`src/rtl/axistream_packet_arbiter_if.sv`:
```
// Bundle of the per-source AXI-stream inputs and the shared AXI-stream output
// around the packet arbiter. The slave modport is the arbiter's view; the
// master modport is the surrounding logic (sources plus the shared consumer).
interface axistream_packet_arbiter_if #(
    parameter int DATA_WIDTH = 8,
    parameter int NUM_SRC    = 4,
    parameter int ID_WIDTH   = 2
);
    logic [NUM_SRC-1:0]            src_tvalid;
    logic [NUM_SRC-1:0]            src_tready;
    logic [NUM_SRC*DATA_WIDTH-1:0] src_tdata;
    logic [NUM_SRC-1:0]            src_tlast;

    logic                          dest_tvalid;
    logic                          dest_tready;
    logic [DATA_WIDTH-1:0]         dest_tdata;
    logic                          dest_tlast;
    logic [ID_WIDTH-1:0]           dest_tid;

    modport master (
        output src_tvalid,
        output src_tdata,
        output src_tlast,
        input  src_tready,
        input  dest_tvalid,
        input  dest_tdata,
        input  dest_tlast,
        input  dest_tid,
        output dest_tready
    );

    modport slave (
        input  src_tvalid,
        input  src_tdata,
        input  src_tlast,
        output src_tready,
        output dest_tvalid,
        output dest_tdata,
        output dest_tlast,
        output dest_tid,
        input  dest_tready
    );
endinterface

```
`src/rtl/axistream_packet_arbiter.sv`:
```
// Round-robin packet arbiter: shares one AXI-stream output between NUM_SRC
// packetised sources. A grant is taken in IDLE and held until the granted
// source's tlast beat is accepted, so packets never interleave. While locked
// the granted source is passed straight through with no added latency.
module axistream_packet_arbiter #(
    parameter int DATA_WIDTH = 8,
    parameter int NUM_SRC    = 4,
    parameter int ID_WIDTH   = 2
) (
    input  logic clk,
    input  logic rst,
    axistream_packet_arbiter_if.slave bus
);

    typedef enum logic [0:0] {
        IDLE   = 1'b0,
        LOCKED = 1'b1
    } state_t;

    state_t                state;
    state_t                state_next;
    logic [ID_WIDTH-1:0]   grant;
    logic [ID_WIDTH-1:0]   grant_next;
    logic [ID_WIDTH-1:0]   pointer;
    logic [ID_WIDTH-1:0]   pointer_next;

    // Arbitration datapath
    logic [2*NUM_SRC-1:0]  req_double;
    logic [NUM_SRC-1:0]    req_rot;
    logic [NUM_SRC-1:0]    req_first;
    logic [ID_WIDTH-1:0]   offset;
    logic [ID_WIDTH:0]     winner_sum;
    logic [ID_WIDTH-1:0]   winner;
    logic                  any_req;

    // Granted-source passthrough
    logic [NUM_SRC-1:0]    grant_onehot;
    logic [DATA_WIDTH-1:0] granted_data;
    logic                  granted_valid;
    logic                  granted_last;
    logic                  lock_active;
    logic                  accept;
    logic [ID_WIDTH-1:0]   pointer_after;

    // Rotate the request vector so bit 0 is the source the pointer names;
    // the lowest set bit of the rotated vector is then the round-robin winner.
    assign req_double = {bus.src_tvalid, bus.src_tvalid};
    assign req_rot    = NUM_SRC'(req_double >> pointer);
    assign req_first  = req_rot & (~req_rot + NUM_SRC'(1));
    assign any_req    = |req_first;

    // One-hot to binary encode of the winning offset from the pointer.
    for (genvar k = 0; k < NUM_SRC; k++) begin : g_offset
        logic [ID_WIDTH-1:0] acc;
        if (k == 0) begin : g_first
            assign acc = '0;
        end else begin : g_rest
            assign acc = g_offset[k-1].acc | (req_first[k] ? ID_WIDTH'(k) : '0);
        end
    end
    assign offset = g_offset[NUM_SRC-1].acc;

    // Map the offset back to a source index, wrapping at NUM_SRC rather than
    // at 2**ID_WIDTH so unused index codes can never be granted.
    assign winner_sum = {1'b0, pointer} + {1'b0, offset};
    assign winner     = (winner_sum >= (ID_WIDTH+1)'(NUM_SRC))
                        ? ID_WIDTH'(winner_sum - (ID_WIDTH+1)'(NUM_SRC))
                        : winner_sum[ID_WIDTH-1:0];

    // Select the granted source's stream signals.
    assign grant_onehot  = NUM_SRC'(1) << grant;
    assign granted_data  = DATA_WIDTH'(bus.src_tdata >> (int'(grant) * DATA_WIDTH));
    assign granted_valid = |(bus.src_tvalid & grant_onehot);
    assign granted_last  = |(bus.src_tlast & grant_onehot);

    // Reset overrides the lock immediately so no beat slips through while rst is high.
    assign lock_active   = (state == LOCKED) && !rst;
    assign accept        = lock_active && granted_valid && bus.dest_tready;
    assign pointer_after = (grant == ID_WIDTH'(NUM_SRC - 1)) ? '0 : grant + ID_WIDTH'(1);

    // Drive the shared output and the per-source readies from the current lock.
    always_comb begin
        bus.dest_tvalid = 1'b0;
        bus.src_tready  = '0;
        bus.dest_tdata  = granted_data;
        bus.dest_tlast  = granted_last;
        bus.dest_tid    = grant;
        if (lock_active) begin
            bus.dest_tvalid = granted_valid;
            bus.src_tready  = bus.dest_tready ? grant_onehot : '0;
        end
    end

    // Next-state logic: lock onto the winner from IDLE, release after the tlast beat.
    always_comb begin
        state_next   = state;
        grant_next   = grant;
        pointer_next = pointer;
        case (state)
            IDLE: begin
                if (any_req) begin
                    state_next = LOCKED;
                    grant_next = winner;
                end
            end
            LOCKED: begin
                if (accept && granted_last) begin
                    state_next   = IDLE;
                    pointer_next = pointer_after;
                end
            end
            default: begin
                state_next = IDLE;
            end
        endcase
    end

    // State, grant and round-robin pointer registers.
    always_ff @(posedge clk) begin
        if (rst) begin
            state   <= IDLE;
            grant   <= '0;
            pointer <= '0;
        end else begin
            state   <= state_next;
            grant   <= grant_next;
            pointer <= pointer_next;
        end
    end

endmodule

```
`src/flat_wrapper.sv`:
```
// flat-port wrapper written by rule: the top's interface ports become plain ports
module axistream_packet_arbiter_flat 
#(
    parameter int DATA_WIDTH = 8,
    parameter int NUM_SRC    = 4,
    parameter int ID_WIDTH   = 2
)
  (clk, rst, bus_src_tvalid, bus_src_tdata, bus_src_tlast, bus_src_tready, bus_dest_tvalid, bus_dest_tdata, bus_dest_tlast, bus_dest_tid, bus_dest_tready);
  axistream_packet_arbiter_if #(.DATA_WIDTH(DATA_WIDTH), .NUM_SRC(NUM_SRC), .ID_WIDTH(ID_WIDTH)) bus_i ();
  input  logic clk;
  input  logic rst;
  input wire logic [$bits(bus_i.src_tvalid)-1:0] bus_src_tvalid;
  input wire logic [$bits(bus_i.src_tdata)-1:0] bus_src_tdata;
  input wire logic [$bits(bus_i.src_tlast)-1:0] bus_src_tlast;
  output wire logic [$bits(bus_i.src_tready)-1:0] bus_src_tready;
  output wire logic [$bits(bus_i.dest_tvalid)-1:0] bus_dest_tvalid;
  output wire logic [$bits(bus_i.dest_tdata)-1:0] bus_dest_tdata;
  output wire logic [$bits(bus_i.dest_tlast)-1:0] bus_dest_tlast;
  output wire logic [$bits(bus_i.dest_tid)-1:0] bus_dest_tid;
  input wire logic [$bits(bus_i.dest_tready)-1:0] bus_dest_tready;
  assign bus_i.src_tvalid = bus_src_tvalid;
  assign bus_i.src_tdata = bus_src_tdata;
  assign bus_i.src_tlast = bus_src_tlast;
  assign bus_src_tready = bus_i.src_tready;
  assign bus_dest_tvalid = bus_i.dest_tvalid;
  assign bus_dest_tdata = bus_i.dest_tdata;
  assign bus_dest_tlast = bus_i.dest_tlast;
  assign bus_dest_tid = bus_i.dest_tid;
  assign bus_i.dest_tready = bus_dest_tready;
  axistream_packet_arbiter #(.DATA_WIDTH(DATA_WIDTH), .NUM_SRC(NUM_SRC), .ID_WIDTH(ID_WIDTH)) u_core (.clk(clk), .rst(rst), .bus(bus_i));
endmodule
```
`config.mk`:
```
export PLATFORM = sky130hd
export DESIGN_NAME = axistream_packet_arbiter_flat
export DESIGN_NICKNAME = d
export VERILOG_FILES = /design/src/rtl/axistream_packet_arbiter_if.sv /design/src/rtl/axistream_packet_arbiter.sv /design/src/flat_wrapper.sv
export SDC_FILE = /design/constraint.sdc
export NUM_CORES = 1
export LEC_CHECK = 0
export CORE_MARGIN = 8
export CORE_UTILIZATION = 29
export DETAILED_ROUTE_END_ITERATION = 10
export GPL_ROUTABILITY_DRIVEN = 0
export MAX_ROUTING_LAYER = met4
export PLACE_DENSITY = 0.75
export SLEW_MARGIN = 10
export SYNTH_ARGS = -nofsm -noshare
export SYNTH_HDL_FRONTEND = slang
export SYNTH_SLANG_ARGS = --single-unit
```
`constraint.sdc`:
```
create_clock -name clk -period 2.03 [get_ports clk]
set_input_delay 0.3045 -clock clk [delete_from_list [all_inputs] [get_ports clk]]
set_output_delay 0.3045 -clock clk [all_outputs]
set_load 0.1 [all_outputs]
```
==> impl_metrics.json, run 1 <==
{
  "status": "completed",
  "use_met2": 0.250,
  "fp.dieW_microns": 65.8,
  "coreArea_sq_um": 2410,
  "holdPathEnd": "u_core.pointer[0]",
  "synth_area_sq_um": 718,
  "wl_microns": 2800,
  "worst_pin_slew_ns": 0.299,
  "drt_iter0_markers": 17,
  "synth_edf_count": 0,
  "p_sw_frac": 0.467,
  "firstDrtPassIters": 4,
  "cts_tree": "built",
  "yosys.area.top_type": "mux4_2",
  "grt_setup_unrepaired": "yes",
  "synth_fp_nets": 125,
  "yosys-top-cells-count": "nor2_1 (11), mux4_2 (8), dfxtp_1 (5), ha_1 (5), nand2_1 (5)",
  "fmax_mhz": 514,
  "grt_pass1_vias": 1050,
  "numCtsBuffers": 3,
  "yosys.area.top_type_share": 0.251,
  "synth.area.top_cells": "mux4_2 (25%), dfxtp_1 (14%), ha_1 (8.7%)",
  "synthDistinctLibCells": 31,
  "met3_usage": 0.0425,
  "place.detailed.hpwl_microns": 2390,
  "fin_skew_ns": 0.00460,
  "grt_pass1_wl_microns": 4600,
  "die_h_microns": 65.8,
  "async_reset_ff_frac": 0,
  "min_path_cells": 2,
  "holdWs_ns": 0.477,
  "regToRegStartpoint": "u_core.pointer[0]",
  "arrival_ns": 1.64,
  "io_pins": 59,
  "p_clk_frac": 0.147,
  "clk_pin_slew_ns": 0.05,
  "maxCapViolations": 0,
  "clock-root-buffer": "clkbuf_4",
  "switchingPower_mw": 0.377,
  "busiest_layer": "met2",
  "yosysMostFrequentCell": "nor2_1",
  "ys.flop_type": "dfxtp_1",
  "end_kind": "primary output",
  "port_buffers": 58,
  "wl_per_cell_microns": 15.6,
  "p_seq_frac": 0.144,
  "power_leakage_nw": 0.660,
  "cts_hold_buf": 0,
  "grt_max_degree": 14,
  "cts_max_path_buffers": 2,
  "gr-usage-all-layers": 0.136,
  "gr-usage-met1": 0.134,
  "h-tree-depth": 1,
  "timing_worst_setup_path_type": "reg -> out",
  "antenna_found_initial": 0,
  "worstPathRequired_ns": 1.73,
  "netlist_instances": 77,
  "layout.nets": 198,
  "timing.rr.end": "u_core.bus.dest_tid[1]",
  "drc": 0,
  "hold_viol": 0,
  "vias": 897,
  "drive_gt1_frac": 0.356,
  "yosysWarnings": 0,
  "syn_to_final_growth_pct": 122,
  "cts_sinks": 5,
  "crit_path_start_kind": "flop",
  "slew_violations": 0,
  "p_comb_frac": 0.709,
  "n_antenna_cell": 0,
  "via_per_inst": 5.01,
  "placedCellCount": 172,
  "ys_ff_latch": 5,
  "seq_area_frac_synth": 0.139,
  "period_needed_ns": 1.95,
  "final_antenna_net_count": 0,
  "slew_headroom": 0.801,
  "hold_class": "reg -> reg",
  "initial_utilization": 0.298,
  "post-route-period-util": 0.959,
  "crit_fanout": 13,
  "clk_latency_ns": 0.25,
  "design.die.area_sq_um": 4330,
  "r2r_setup_slack_ns": 0.09,
  "fin_cells": 179,
  "n_fill_cell": 197,
  "peakVddDrop_uv": 388,
  "internal_power_mw": 0.431,
  "synth_area_per_cell_sq_um": 9.33,
  "hp-start": "u_core.pointer[0]",
  "placementRows": 18,
  "grt-ovfl-total": 0,
  "r2r_cells": 8,
  "power.density_nw_per_um2": 507,
  "final-setup-viol-count": 0
}
-- power by group through the flow --
stage	Sequential [mW]	Clock (mW)	Combinational (mW)
3_3_place_gp	0.125	0	0.555
5_1_grt	0.117	0.131	0.600
6_report	0.116	0.119	0.573
4_1_cts	0.116	0.122	0.577
2_1_floorplan	0.135	0	0.317
3_5_place_dp	0.126	0	0.561
-- critical path: stages, from the launching register on --
cell     delay [ns]
dfxtp_4        0.44
inv_1          0.08
ha_1           0.22
a22oi_1        0.17
nand2_1        0.09
and3b_2        0.23
buf_12         0.17
-- layout make-up --
| type | instances | area, sq um | area share |
|---|---|---|---|
| multi-input combinational | 63 | 579 | 0.363 |
| tap | 30 | 37.5 | 0.0235 |
| sequential | 5 | 109 | 0.0683 |
| inverter | 3 | 11.3 | 0.00706 |
| timing repair buffer | 74 | 831 | 0.521 |
| clock buffer | 4 | 26.3 | 0.0165 |
-- registers in the layout, indices dropped and copies added (netlist names) --
signal	flops
u_core.pointer	2
u_core.state	1
u_core.bus.dest_tid	2
-- stage by stage --
step	setup slack, ns	area [sq um]	total power [mW]	util	TNS [ns]
after floorplan	-0.0591	762	0.452	-	-0.0591
after global placement	-0.422	1540	0.680	0.641	-0.439
after detailed placement	-0.499	1540	0.687	0.641	-0.567
after CTS	0.0107	1590	0.815	0.661	0
after global routing	-0.0403	1590	0.848	0.661	-0.0403
final	0.0832	1590	0.808	0.661	0
-- cell usage in the layout (no fill, tap or decap), types with 2 or more instances in the layout --
master / n
a21oi_1: 2
nand3b_1: 2
nor2_1: 11
and2_1: 4
nor3_1: 2
mux2i_1: 2
a22oi_1: 4
or3_1: 3
dfxtp_4: 2
dlygate4sd2_1: 4
clkbuf_4: 3
inv_1: 3
clkdlybuf4s50_1: 38
nand2_1: 4
mux4_2: 8
ha_1: 4
dfxtp_1: 2
buf_12: 14
o21ai_0: 2
buf_4: 18
-- timing repair --
action / CTS / global route
gates resized for setup: 5 / 0
endpoints found under the setup margin: 2 / 1
cloned: 0 / 0
pin swaps: 4 / 3
setup buffers: 3 / 0
-- how the worst max path moves through the flow --
stage,startpoint,end,slack (ns),cells after the start
floorplan,u_core.bus.dest_tid[0],u_core.pointer[1],-0.06,8
global placement,bus_src_tvalid[1],u_core.bus.dest_tid[1],-0.42,9
detailed placement,bus_src_tvalid[1],u_core.bus.dest_tid[1],-0.50,9
CTS,u_core.pointer[0],u_core.bus.dest_tid[1],0.01,8
global route,u_core.pointer[0],u_core.bus.dest_tid[1],-0.04,8
finish,u_core.bus.dest_tid[1],bus_dest_tvalid,0.08,6
-- logic make-up after synthesis --
kind of cell / after synthesis / synth area share
xor gates and xnor gates: 1 / 0.0122
buffers and inverters: 9 / 0.0888
muxes: 10 / 0.279
AOI/OAI and AO/OA: 15 / 0.166
and+or+nand+nor: 32 / 0.228
adders and majority gates: 5 / 0.0871
DFF: 5 / 0.139
-- layer usage --
metal / vias to the layer above / share of wire
li1: 441 / -
met5: - / 0
met3: 2 / 0.084
met1: 421 / 0.38
met2: 33 / 0.53
met4: 0 / 0.0079
Note: power is estimated with default switching activity, not from simulation.
==> inputs of run 2 (changes only) <==
- MAX_ROUTING_LAYER: met4 -> not set
==> impl_metrics.json, run 2 (synthesis results as in run 1) <==
{
  "cp_num_buf_inv": 2,
  "p_sw_frac": 0.467,
  "switchingPower_mw": 0.377,
  "final-setup-viol-count": 0,
  "die_h_microns": 65.8,
  "coreArea_sq_um": 2410,
  "vias": 897,
  "cpLargestDelayFamily": "flip-flops",
  "internal_power_mw": 0.431,
  "wl_microns": 2800,
  "hold_viol": 0,
  "grt_pass1_wl_microns": 4600,
  "port_buffers": 58,
  "clk_pin_slew_ns": 0.05,
  "period_needed_ns": 1.95,
  "drt_iter0_markers": 17,
  "post-route-period-util": 0.959,
  "fp.dieW_microns": 65.8,
  "io_pins": 59,
  "cpPeakStageDelay_ns": 0.44,
  "end_kind": "primary output",
  "initial_utilization": 0.298,
  "mostFrequentLayoutCell": "clkdlybuf4s50_1",
  "fin_ws_ns": 0.0832,
  "place.detailed.hpwl_microns": 2390,
  "slew_headroom": 0.801,
  "layout.nets": 198,
  "cts_tree": "built",
  "placedCellCount": 172,
  "p_seq_frac": 0.144,
  "clk_latency_ns": 0.25,
  "holdWs_ns": 0.477,
  "n_antenna_cell": 0,
  "maxCapViolations": 0,
  "grt_setup_unrepaired": "yes",
  "firstDrtPassIters": 4,
  "antenna_found_initial": 0,
  "gr-usage-all-layers": 0.133,
  "peakVddDrop_uv": 388,
  "slew_violations": 0,
  "worstPathRequired_ns": 1.73,
  "p_comb_frac": 0.709,
  "grt-ovfl-total": 0,
  "wl_per_cell_microns": 15.6,
  "p_clk_frac": 0.147,
  "h-tree-depth": 1,
  "worst_pin_slew_ns": 0.299,
  "crit_fanout": 13,
  "setup_tns_ns": 0,
  "crit_path_start_kind": "flop",
  "drive_gt1_frac": 0.356,
  "design_area_sq_um": 1590,
  "hold_class": "reg -> reg",
  "via_per_inst": 5.01,
  "fmax_mhz": 514,
  "cts_hold_buf": 0,
  "path_cells": "inv_1 > ha_1 > a22oi_1 > nand2_1 > and3b_2 > buf_12",
  "cts_max_path_buffers": 2,
  "drc": 0,
  "placementRows": 18,
  "place_ws_ns": -0.499,
  "status": "completed",
  "timing_worst_setup_path_type": "reg -> out",
  "dpl-instance-area_sq_um": 1540,
  "cts_sinks": 5,
  "numCtsBuffers": 3,
  "grt_pass1_vias": 1050,
  "arrival_ns": 1.64,
  "final_antenna_net_count": 0,
  "fin_skew_ns": 0.00460,
  "clock-root-buffer": "clkbuf_4",
  "syn_to_final_growth_pct": 122,
  "fin_cells": 179,
  "design.die.area_sq_um": 4330,
  "power_leakage_nw": 0.660,
  "power.density_nw_per_um2": 507,
  "slowest_stage": "dfxtp_4",
  "grt_max_degree": 14,
  "final_cell_mix": "clkdlybuf4s50_1 (38), buf_4 (18), buf_12 (14), nor2_1 (11), mux4_2 (8)"
}
run 2: final cells by class:
type	instances	area, sq um
clock buffer	4	26.3
fill	197	816
inverter	3	11.3
multi-input combinational	63	579
sequential	5	109
tap	30	37.5
timing repair buffer	74	831
run 2: path summary, 6_finish.rpt:
path / startpoint / end / slack (ns) / depth (start not counted)
setup reg to reg: u_core.pointer[0] / u_core.bus.dest_tid[1] / 0.09 / 8
hold reg to reg: u_core.pointer[0] / u_core.pointer[0] / 0.48 / 2
hold / removal: u_core.pointer[0] / u_core.pointer[0] / 0.48 / 2
setup / recovery: u_core.bus.dest_tid[1] / bus_dest_tvalid / 0.08 / 6
run 2: repair_timing:
| item | in CTS | in global routing |
|---|---|---|
| pin swaps | 4 | 3 |
| setup endpoints to repair | 2 | 1 |
| buffers inserted | 3 | 0 |
| resized for setup | 5 | 0 |
run 2: routing by layer:
| layer | vias up | global-route usage | wire length, microns |
|---|---|---|---|
| met2 | 33 | 0.250 | 1470 |
| met3 | 2 | 0.0442 | 243 |
| met1 | 421 | 0.133 | 1060 |
| met4 | 0 | 0.0381 | 22 |
| li1 | 441 | - | - |
| met5 | - | 0 | 0 |
run 2: power groups by stage:
stage | clock network (mW) | registers (mW) | logic [mW]
after floorplan | 0 | 0.135 | 0.317
after global placement | 0 | 0.125 | 0.555
after detailed placement | 0 | 0.126 | 0.561
after CTS | 0.122 | 0.116 | 0.577
after global routing | 0.131 | 0.117 | 0.600
final | 0.119 | 0.116 | 0.573
run 2: worst register-to-register path: stages, from the launching register on:
cell and delay, ns:
dfxtp_2 0.33, nor2b_4 0.13, a221oi_2 0.21, a31oi_1 0.08, a211o_1 0.24, ha_2 0.18
xnor2_1 0.12, or3_1 0.32, a311oi_2 0.24
run 2: stage by stage:
stage	total power [mW]	utilization
finish	0.808	0.661
detailed placement	0.687	0.641
CTS	0.815	0.661
global placement	0.680	0.641
floorplan	0.452	-
global route	0.848	0.661
==> variant 1, RTL diff (config.mk and constraints of run 1) <==
Reset style: asynchronous (`rst`), changed in one clocked block.
--- a/src/rtl/axistream_packet_arbiter.sv
+++ b/src/rtl/axistream_packet_arbiter.sv
@@ -116,7 +116,7 @@
     end
 
     // State, grant and round-robin pointer registers.
-    always_ff @(posedge clk) begin
+    always_ff @(posedge clk or posedge rst) begin
         if (rst) begin
             state   <= IDLE;
             grant   <= '0;
Function: differs if rst is asserted again (counterexample within 4 cycles, from zero or initial values and one cycle with rst high); with rst held inactive, the same outputs for 10 cycles.
==> variant 1 against run 1 <==
Sequential cell count unchanged; register-to-register slack better by 0.22 ns; area after synthesis fell by 8.4%; worst setup slack lost 0.020 ns; non-clock buffer count down 8; critical path depth down 1; cell area down 2.1%; wire length increased by 2.2%.
Power is left out: it rests on default switching activity, and per cell area and clock period it moved more than threefold.
==> variant 1: results <==
grt:
  grt_max_degree: 11
  grt_pass1_wl_mm: 4.678
  grt_pass1_vias: 894
  antenna_found_initial: 0
  track_usage_pct: 14.82
logic_synthesis:
  synth_common_cells: "mux4_2, nor2_1, dfrtp_1, ha_1, nand2_1"
  synth_area_leaders: "mux4_2, dfrtp_1, ha_1, a22oi_1, nor2_1"
  yosys.cell_types.count: 24
  postSynth.asyncResetShare_pct: 100.0
  syn_inst: 67
  synth_ff_type: "dfrtp_1"
  yosysSeqAreaShare_pct: 19.01
  synth_nets: 115
finish:
  stdcell_count: 162
  layout.nets: 183
  drive_above_1_share_pct: 40.30
  multi_input_area_um2: 560.5
  fillers: 170
clock_tree:
  clkTransAtPathRegs_ns: 0.04
  worstSkewPairLatency_ns: 0.24
  cts-root-buf: "clkbuf_4"
  htree_levels: 1
setup_path:
  r2r_start: "u_core.pointer[0]"
  ff2ff_path_depth: 7
  crit_start: "u_core.bus.dest_tid[0]"
  worstPathMaxFanout: 5
  arrival_ns: 1.66
  r2r_end: "u_core.bus.dest_tid[1]"
  cp-endpoint: "bus_dest_tvalid"
  r2r_setup_slack_ns: 0.31
timing:
  drv_slew: 0
  max_freq_ghz: 0.5086
  tightest_slew_ns: 0.3270
  skew_ns: 0.004779
placed_design:
  place_area_mm2: 0.001514
  hpwl_mm: 2.469
hold_path:
  hp-class: "in -> async"
routing:
  finalWirelength_mm: 2.858
  dr.pass1.iters: 3
  vias: 783
  drtIter0Drc: 17
run_status:
  outcome: "finished clean"
## variant 1: changes by cell type after synthesis, sizes merged, moves of 2 or more
cell	before	now
buf	5	2
nor2	11	7
nand3b	2	0
mux2	0	2
dfxtp	5	0
and3	0	3
and3b	2	0
dfrtp	0	5
a21oi	2	4
or3	3	0
## variant 1: area by class of cell
cell class              count  area share, %
clock buffers               4          1.684
inverters                   4          1.123
multi-input cells          55          35.93
repair buffers             66          50.52
flip-flops and latches      5          8.500
well taps                  28          2.245
## variant 1: how the worst min path moves through the flow
stage | startpoint | to | slack, ns | cells after the start
3_3_place_gp | u_core.state | u_core.state | 0.53 | 1
3_5_place_dp | u_core.state | u_core.state | 0.54 | 1
4_1_cts | rst | u_core.state | 0.35 | 3
5_1_grt | rst | u_core.state | 0.38 | 3
6_report | rst | u_core.state | 0.36 | 3
2_1_floorplan | rst | u_core.pointer[0] | 0.1 | 1
## variant 1: worst max-delay path, stage by stage (launching register included)
cell,delay [ns]
dfrtp_4,0.50
ha_2,0.23
a22oi_1,0.19
nand2_1,0.13
and3_4,0.21
buf_12,0.16
## variant 1: timing repair
action | 4_1_cts | 5_1_grt
gates cloned | 0 | 0
gates resized for setup | 1 | 2
pin swaps | 0 | 1
hold endpoints to repair | 0 | 0
buffers inserted | 2 | 0
endpoints found under the setup margin | 1 | 2
## variant 1: cell families (layout without fill, tap and decap cells)
group / count (synthesis) / after routing / synth area share (%)
flip-flops: 5 / 5 / 19.01
AO/OA/AOI/OAI: 13 / 13 / 12.74
adder cells (fa/ha/maj): 5 / 5 / 9.506
buffers and inverters: 7 / 74 / 5.321
XOR/XNOR: 2 / 2 / 2.662
AND/OR/NAND/NOR: 23 / 23 / 16.92
multiplexers: 12 / 12 / 33.84
## variant 1: stage by stage
step	setup slack, ns	setup TNS (ns)
2_1_floorplan	-0.07797	-0.1232
3_3_place_gp	-0.01689	-0.01689
3_5_place_dp	-0.08744	-0.08744
4_1_cts	0.05609	0
5_1_grt	0.01133	0
6_report	0.06368	0
## variant 1: per-layer routing
layer / GRT usage (%) / share of wire, %
met1: 15.83 / 40
met2: 27.88 / 57
met3: 2.120 / 2.0
met4: 3.343 / 0.91
met5: - / 0
==> variant 2, RTL diff (config.mk and constraints of run 1) <==
Made on the original files. `NUM_SRC` is set to 4 in 3 places; all go to 8.
--- a/src/rtl/axistream_packet_arbiter_if.sv
+++ b/src/rtl/axistream_packet_arbiter_if.sv
@@ -3,7 +3,7 @@
 // master modport is the surrounding logic (sources plus the shared consumer).
 interface axistream_packet_arbiter_if #(
     parameter int DATA_WIDTH = 8,
-    parameter int NUM_SRC    = 4,
+    parameter int NUM_SRC    = 8,
     parameter int ID_WIDTH   = 2
 );
     logic [NUM_SRC-1:0]            src_tvalid;
--- a/src/rtl/axistream_packet_arbiter.sv
+++ b/src/rtl/axistream_packet_arbiter.sv
@@ -4,7 +4,7 @@
 // the granted source is passed straight through with no added latency.
 module axistream_packet_arbiter #(
     parameter int DATA_WIDTH = 8,
-    parameter int NUM_SRC    = 4,
+    parameter int NUM_SRC    = 8,
     parameter int ID_WIDTH   = 2
 ) (
     input  logic clk,
--- a/src/flat_wrapper.sv
+++ b/src/flat_wrapper.sv
@@ -2,7 +2,7 @@
 module axistream_packet_arbiter_flat 
 #(
     parameter int DATA_WIDTH = 8,
-    parameter int NUM_SRC    = 4,
+    parameter int NUM_SRC    = 8,
     parameter int ID_WIDTH   = 2
 )
   (clk, rst, bus_src_tvalid, bus_src_tdata, bus_src_tlast, bus_src_tready, bus_dest_tvalid, bus_dest_tdata, bus_dest_tlast, bus_dest_tid, bus_dest_tready);
Ports: changed (resized bus_src_tdata, bus_src_tlast, bus_src_tready and bus_src_tvalid); port bits go from 59 to 103. No check against the original RTL was run, so the function may have changed too.
==> variant 2 against run 1 <==
The flow now finishes with violations (negative setup slack); utilization is 3.4 points lower; wire length increased by 45%; area after synthesis grew 34%; clock power fell by 4%; worst setup slack worse by 0.26 ns; critical path depth is 4 higher; cell area rose by 28%; register-to-register slack worse by 0.27 ns; total power up 10%; sequential cell count did not move; via count increased by 30%.
==> variant 2: results <==
setup_path:
  max_stage_delay_ns: 0.52
  slowest_stage: "mux4_2"
  crit_family: "compound AO/OA/AOI/OAI gates"
  crit_start: "u_core.pointer[0]"
  arrival_ns: 2.33
  cp-end-kind: "flop"
  ff2ff_path_depth: 10
  worstPathMaxFanout: 4
run_status:
  violations: "negative setup slack"
  outcome: "complete, but fails checks"
logic_synthesis:
  synth_common_cells: "mux4_2, mux2i_1, nor2_1"
  syn_avg_cell_area_um2: 9.844
  yosys.cell_types.count: 42
  yosysSeqAreaShare_pct: 10.38
  synth_area_leaders: "mux4_2, dfxtp_1, mux2i_1, ha_1, mux2_2"
timing:
  skew_ns: 0.002139
  setup_viol: 2
  whs_ns: 0.5428
  setup_tns_ns: -0.2449
  finalWorstSetupSlack_ns: -0.1812
placed_design:
  hpwl_mm: 3.469
  io_buffers: 62
  dp_slack_ns: -0.7213
  dp.cells: 224
  place_area_mm2: 0.001946
clock_tree:
  ctsResizeCount: 16
  cts-root-buf: "clkbuf_4"
  htree_levels: 1
  clkTransAtPathRegs_ns: 0.04
grt:
  use_met2_pct: 26.57
  track_usage_pct: 15.40
  use_met3_pct: 7.367
  grt_pass1_wl_mm: 6.299
  grt_pass1_vias: 1222
  gr-usage-met1_pct: 15.71
routing:
  wire_per_inst_um: 17.29
  wl_met2_mm: 2.133
  wl_met3_um: 448
  drtIter0Drc: 39
  dr.pass1.iters: 4
  drt-met1-wl_mm: 1.401
  vias_per_cell: 4.996
  vias: 1169
pwr:
  p_int_mw: 0.4673
  vdd_drop_max_uv: 220.6
  leakage_nw: 0.8223
finish:
  layout.nets: 277
  drive_above_1_share_pct: 44.68
  fillers: 274
hold_path:
  hp-start: "u_core.state"
  holdPathEnd: "u_core.state"
[variant 2: cell type report]
class / instances / area, um2 / share of cell area, %
inverters: 5 / 21.27 / 1.041
clock buffers: 4 / 26.28 / 1.286
flip-flops and latches: 5 / 111.4 / 5.450
multi-input cells: 82 / 843.3 / 41.27
well taps: 46 / 57.56 / 2.817
repair buffers: 92 / 983.4 / 48.13
[variant 2: power groups by stage]
stage / sequential, mW / combinational (mW) / clock [mW]
3_3_place_gp: 0.118 / 0.637 / 0
3_5_place_dp: 0.119 / 0.646 / 0
6_report: 0.114 / 0.663 / 0.114
2_1_floorplan: 0.132 / 0.368 / 0
5_1_grt: 0.115 / 0.692 / 0.130
4_1_cts: 0.116 / 0.651 / 0.119
[variant 2: kinds of logic (layout without fill, tap and decap cells)]
kind of cell	Yosys count	in the layout	synth area share, %
compound gates	16	16	14.01
xor+xnor	2	2	1.816
fa+ha+maj	5	5	6.485
simple gates	33	33	19.33
other cells	1	4	0.3887
flops	5	5	10.38
buf+inv	14	101	10.12
mux	22	22	37.48
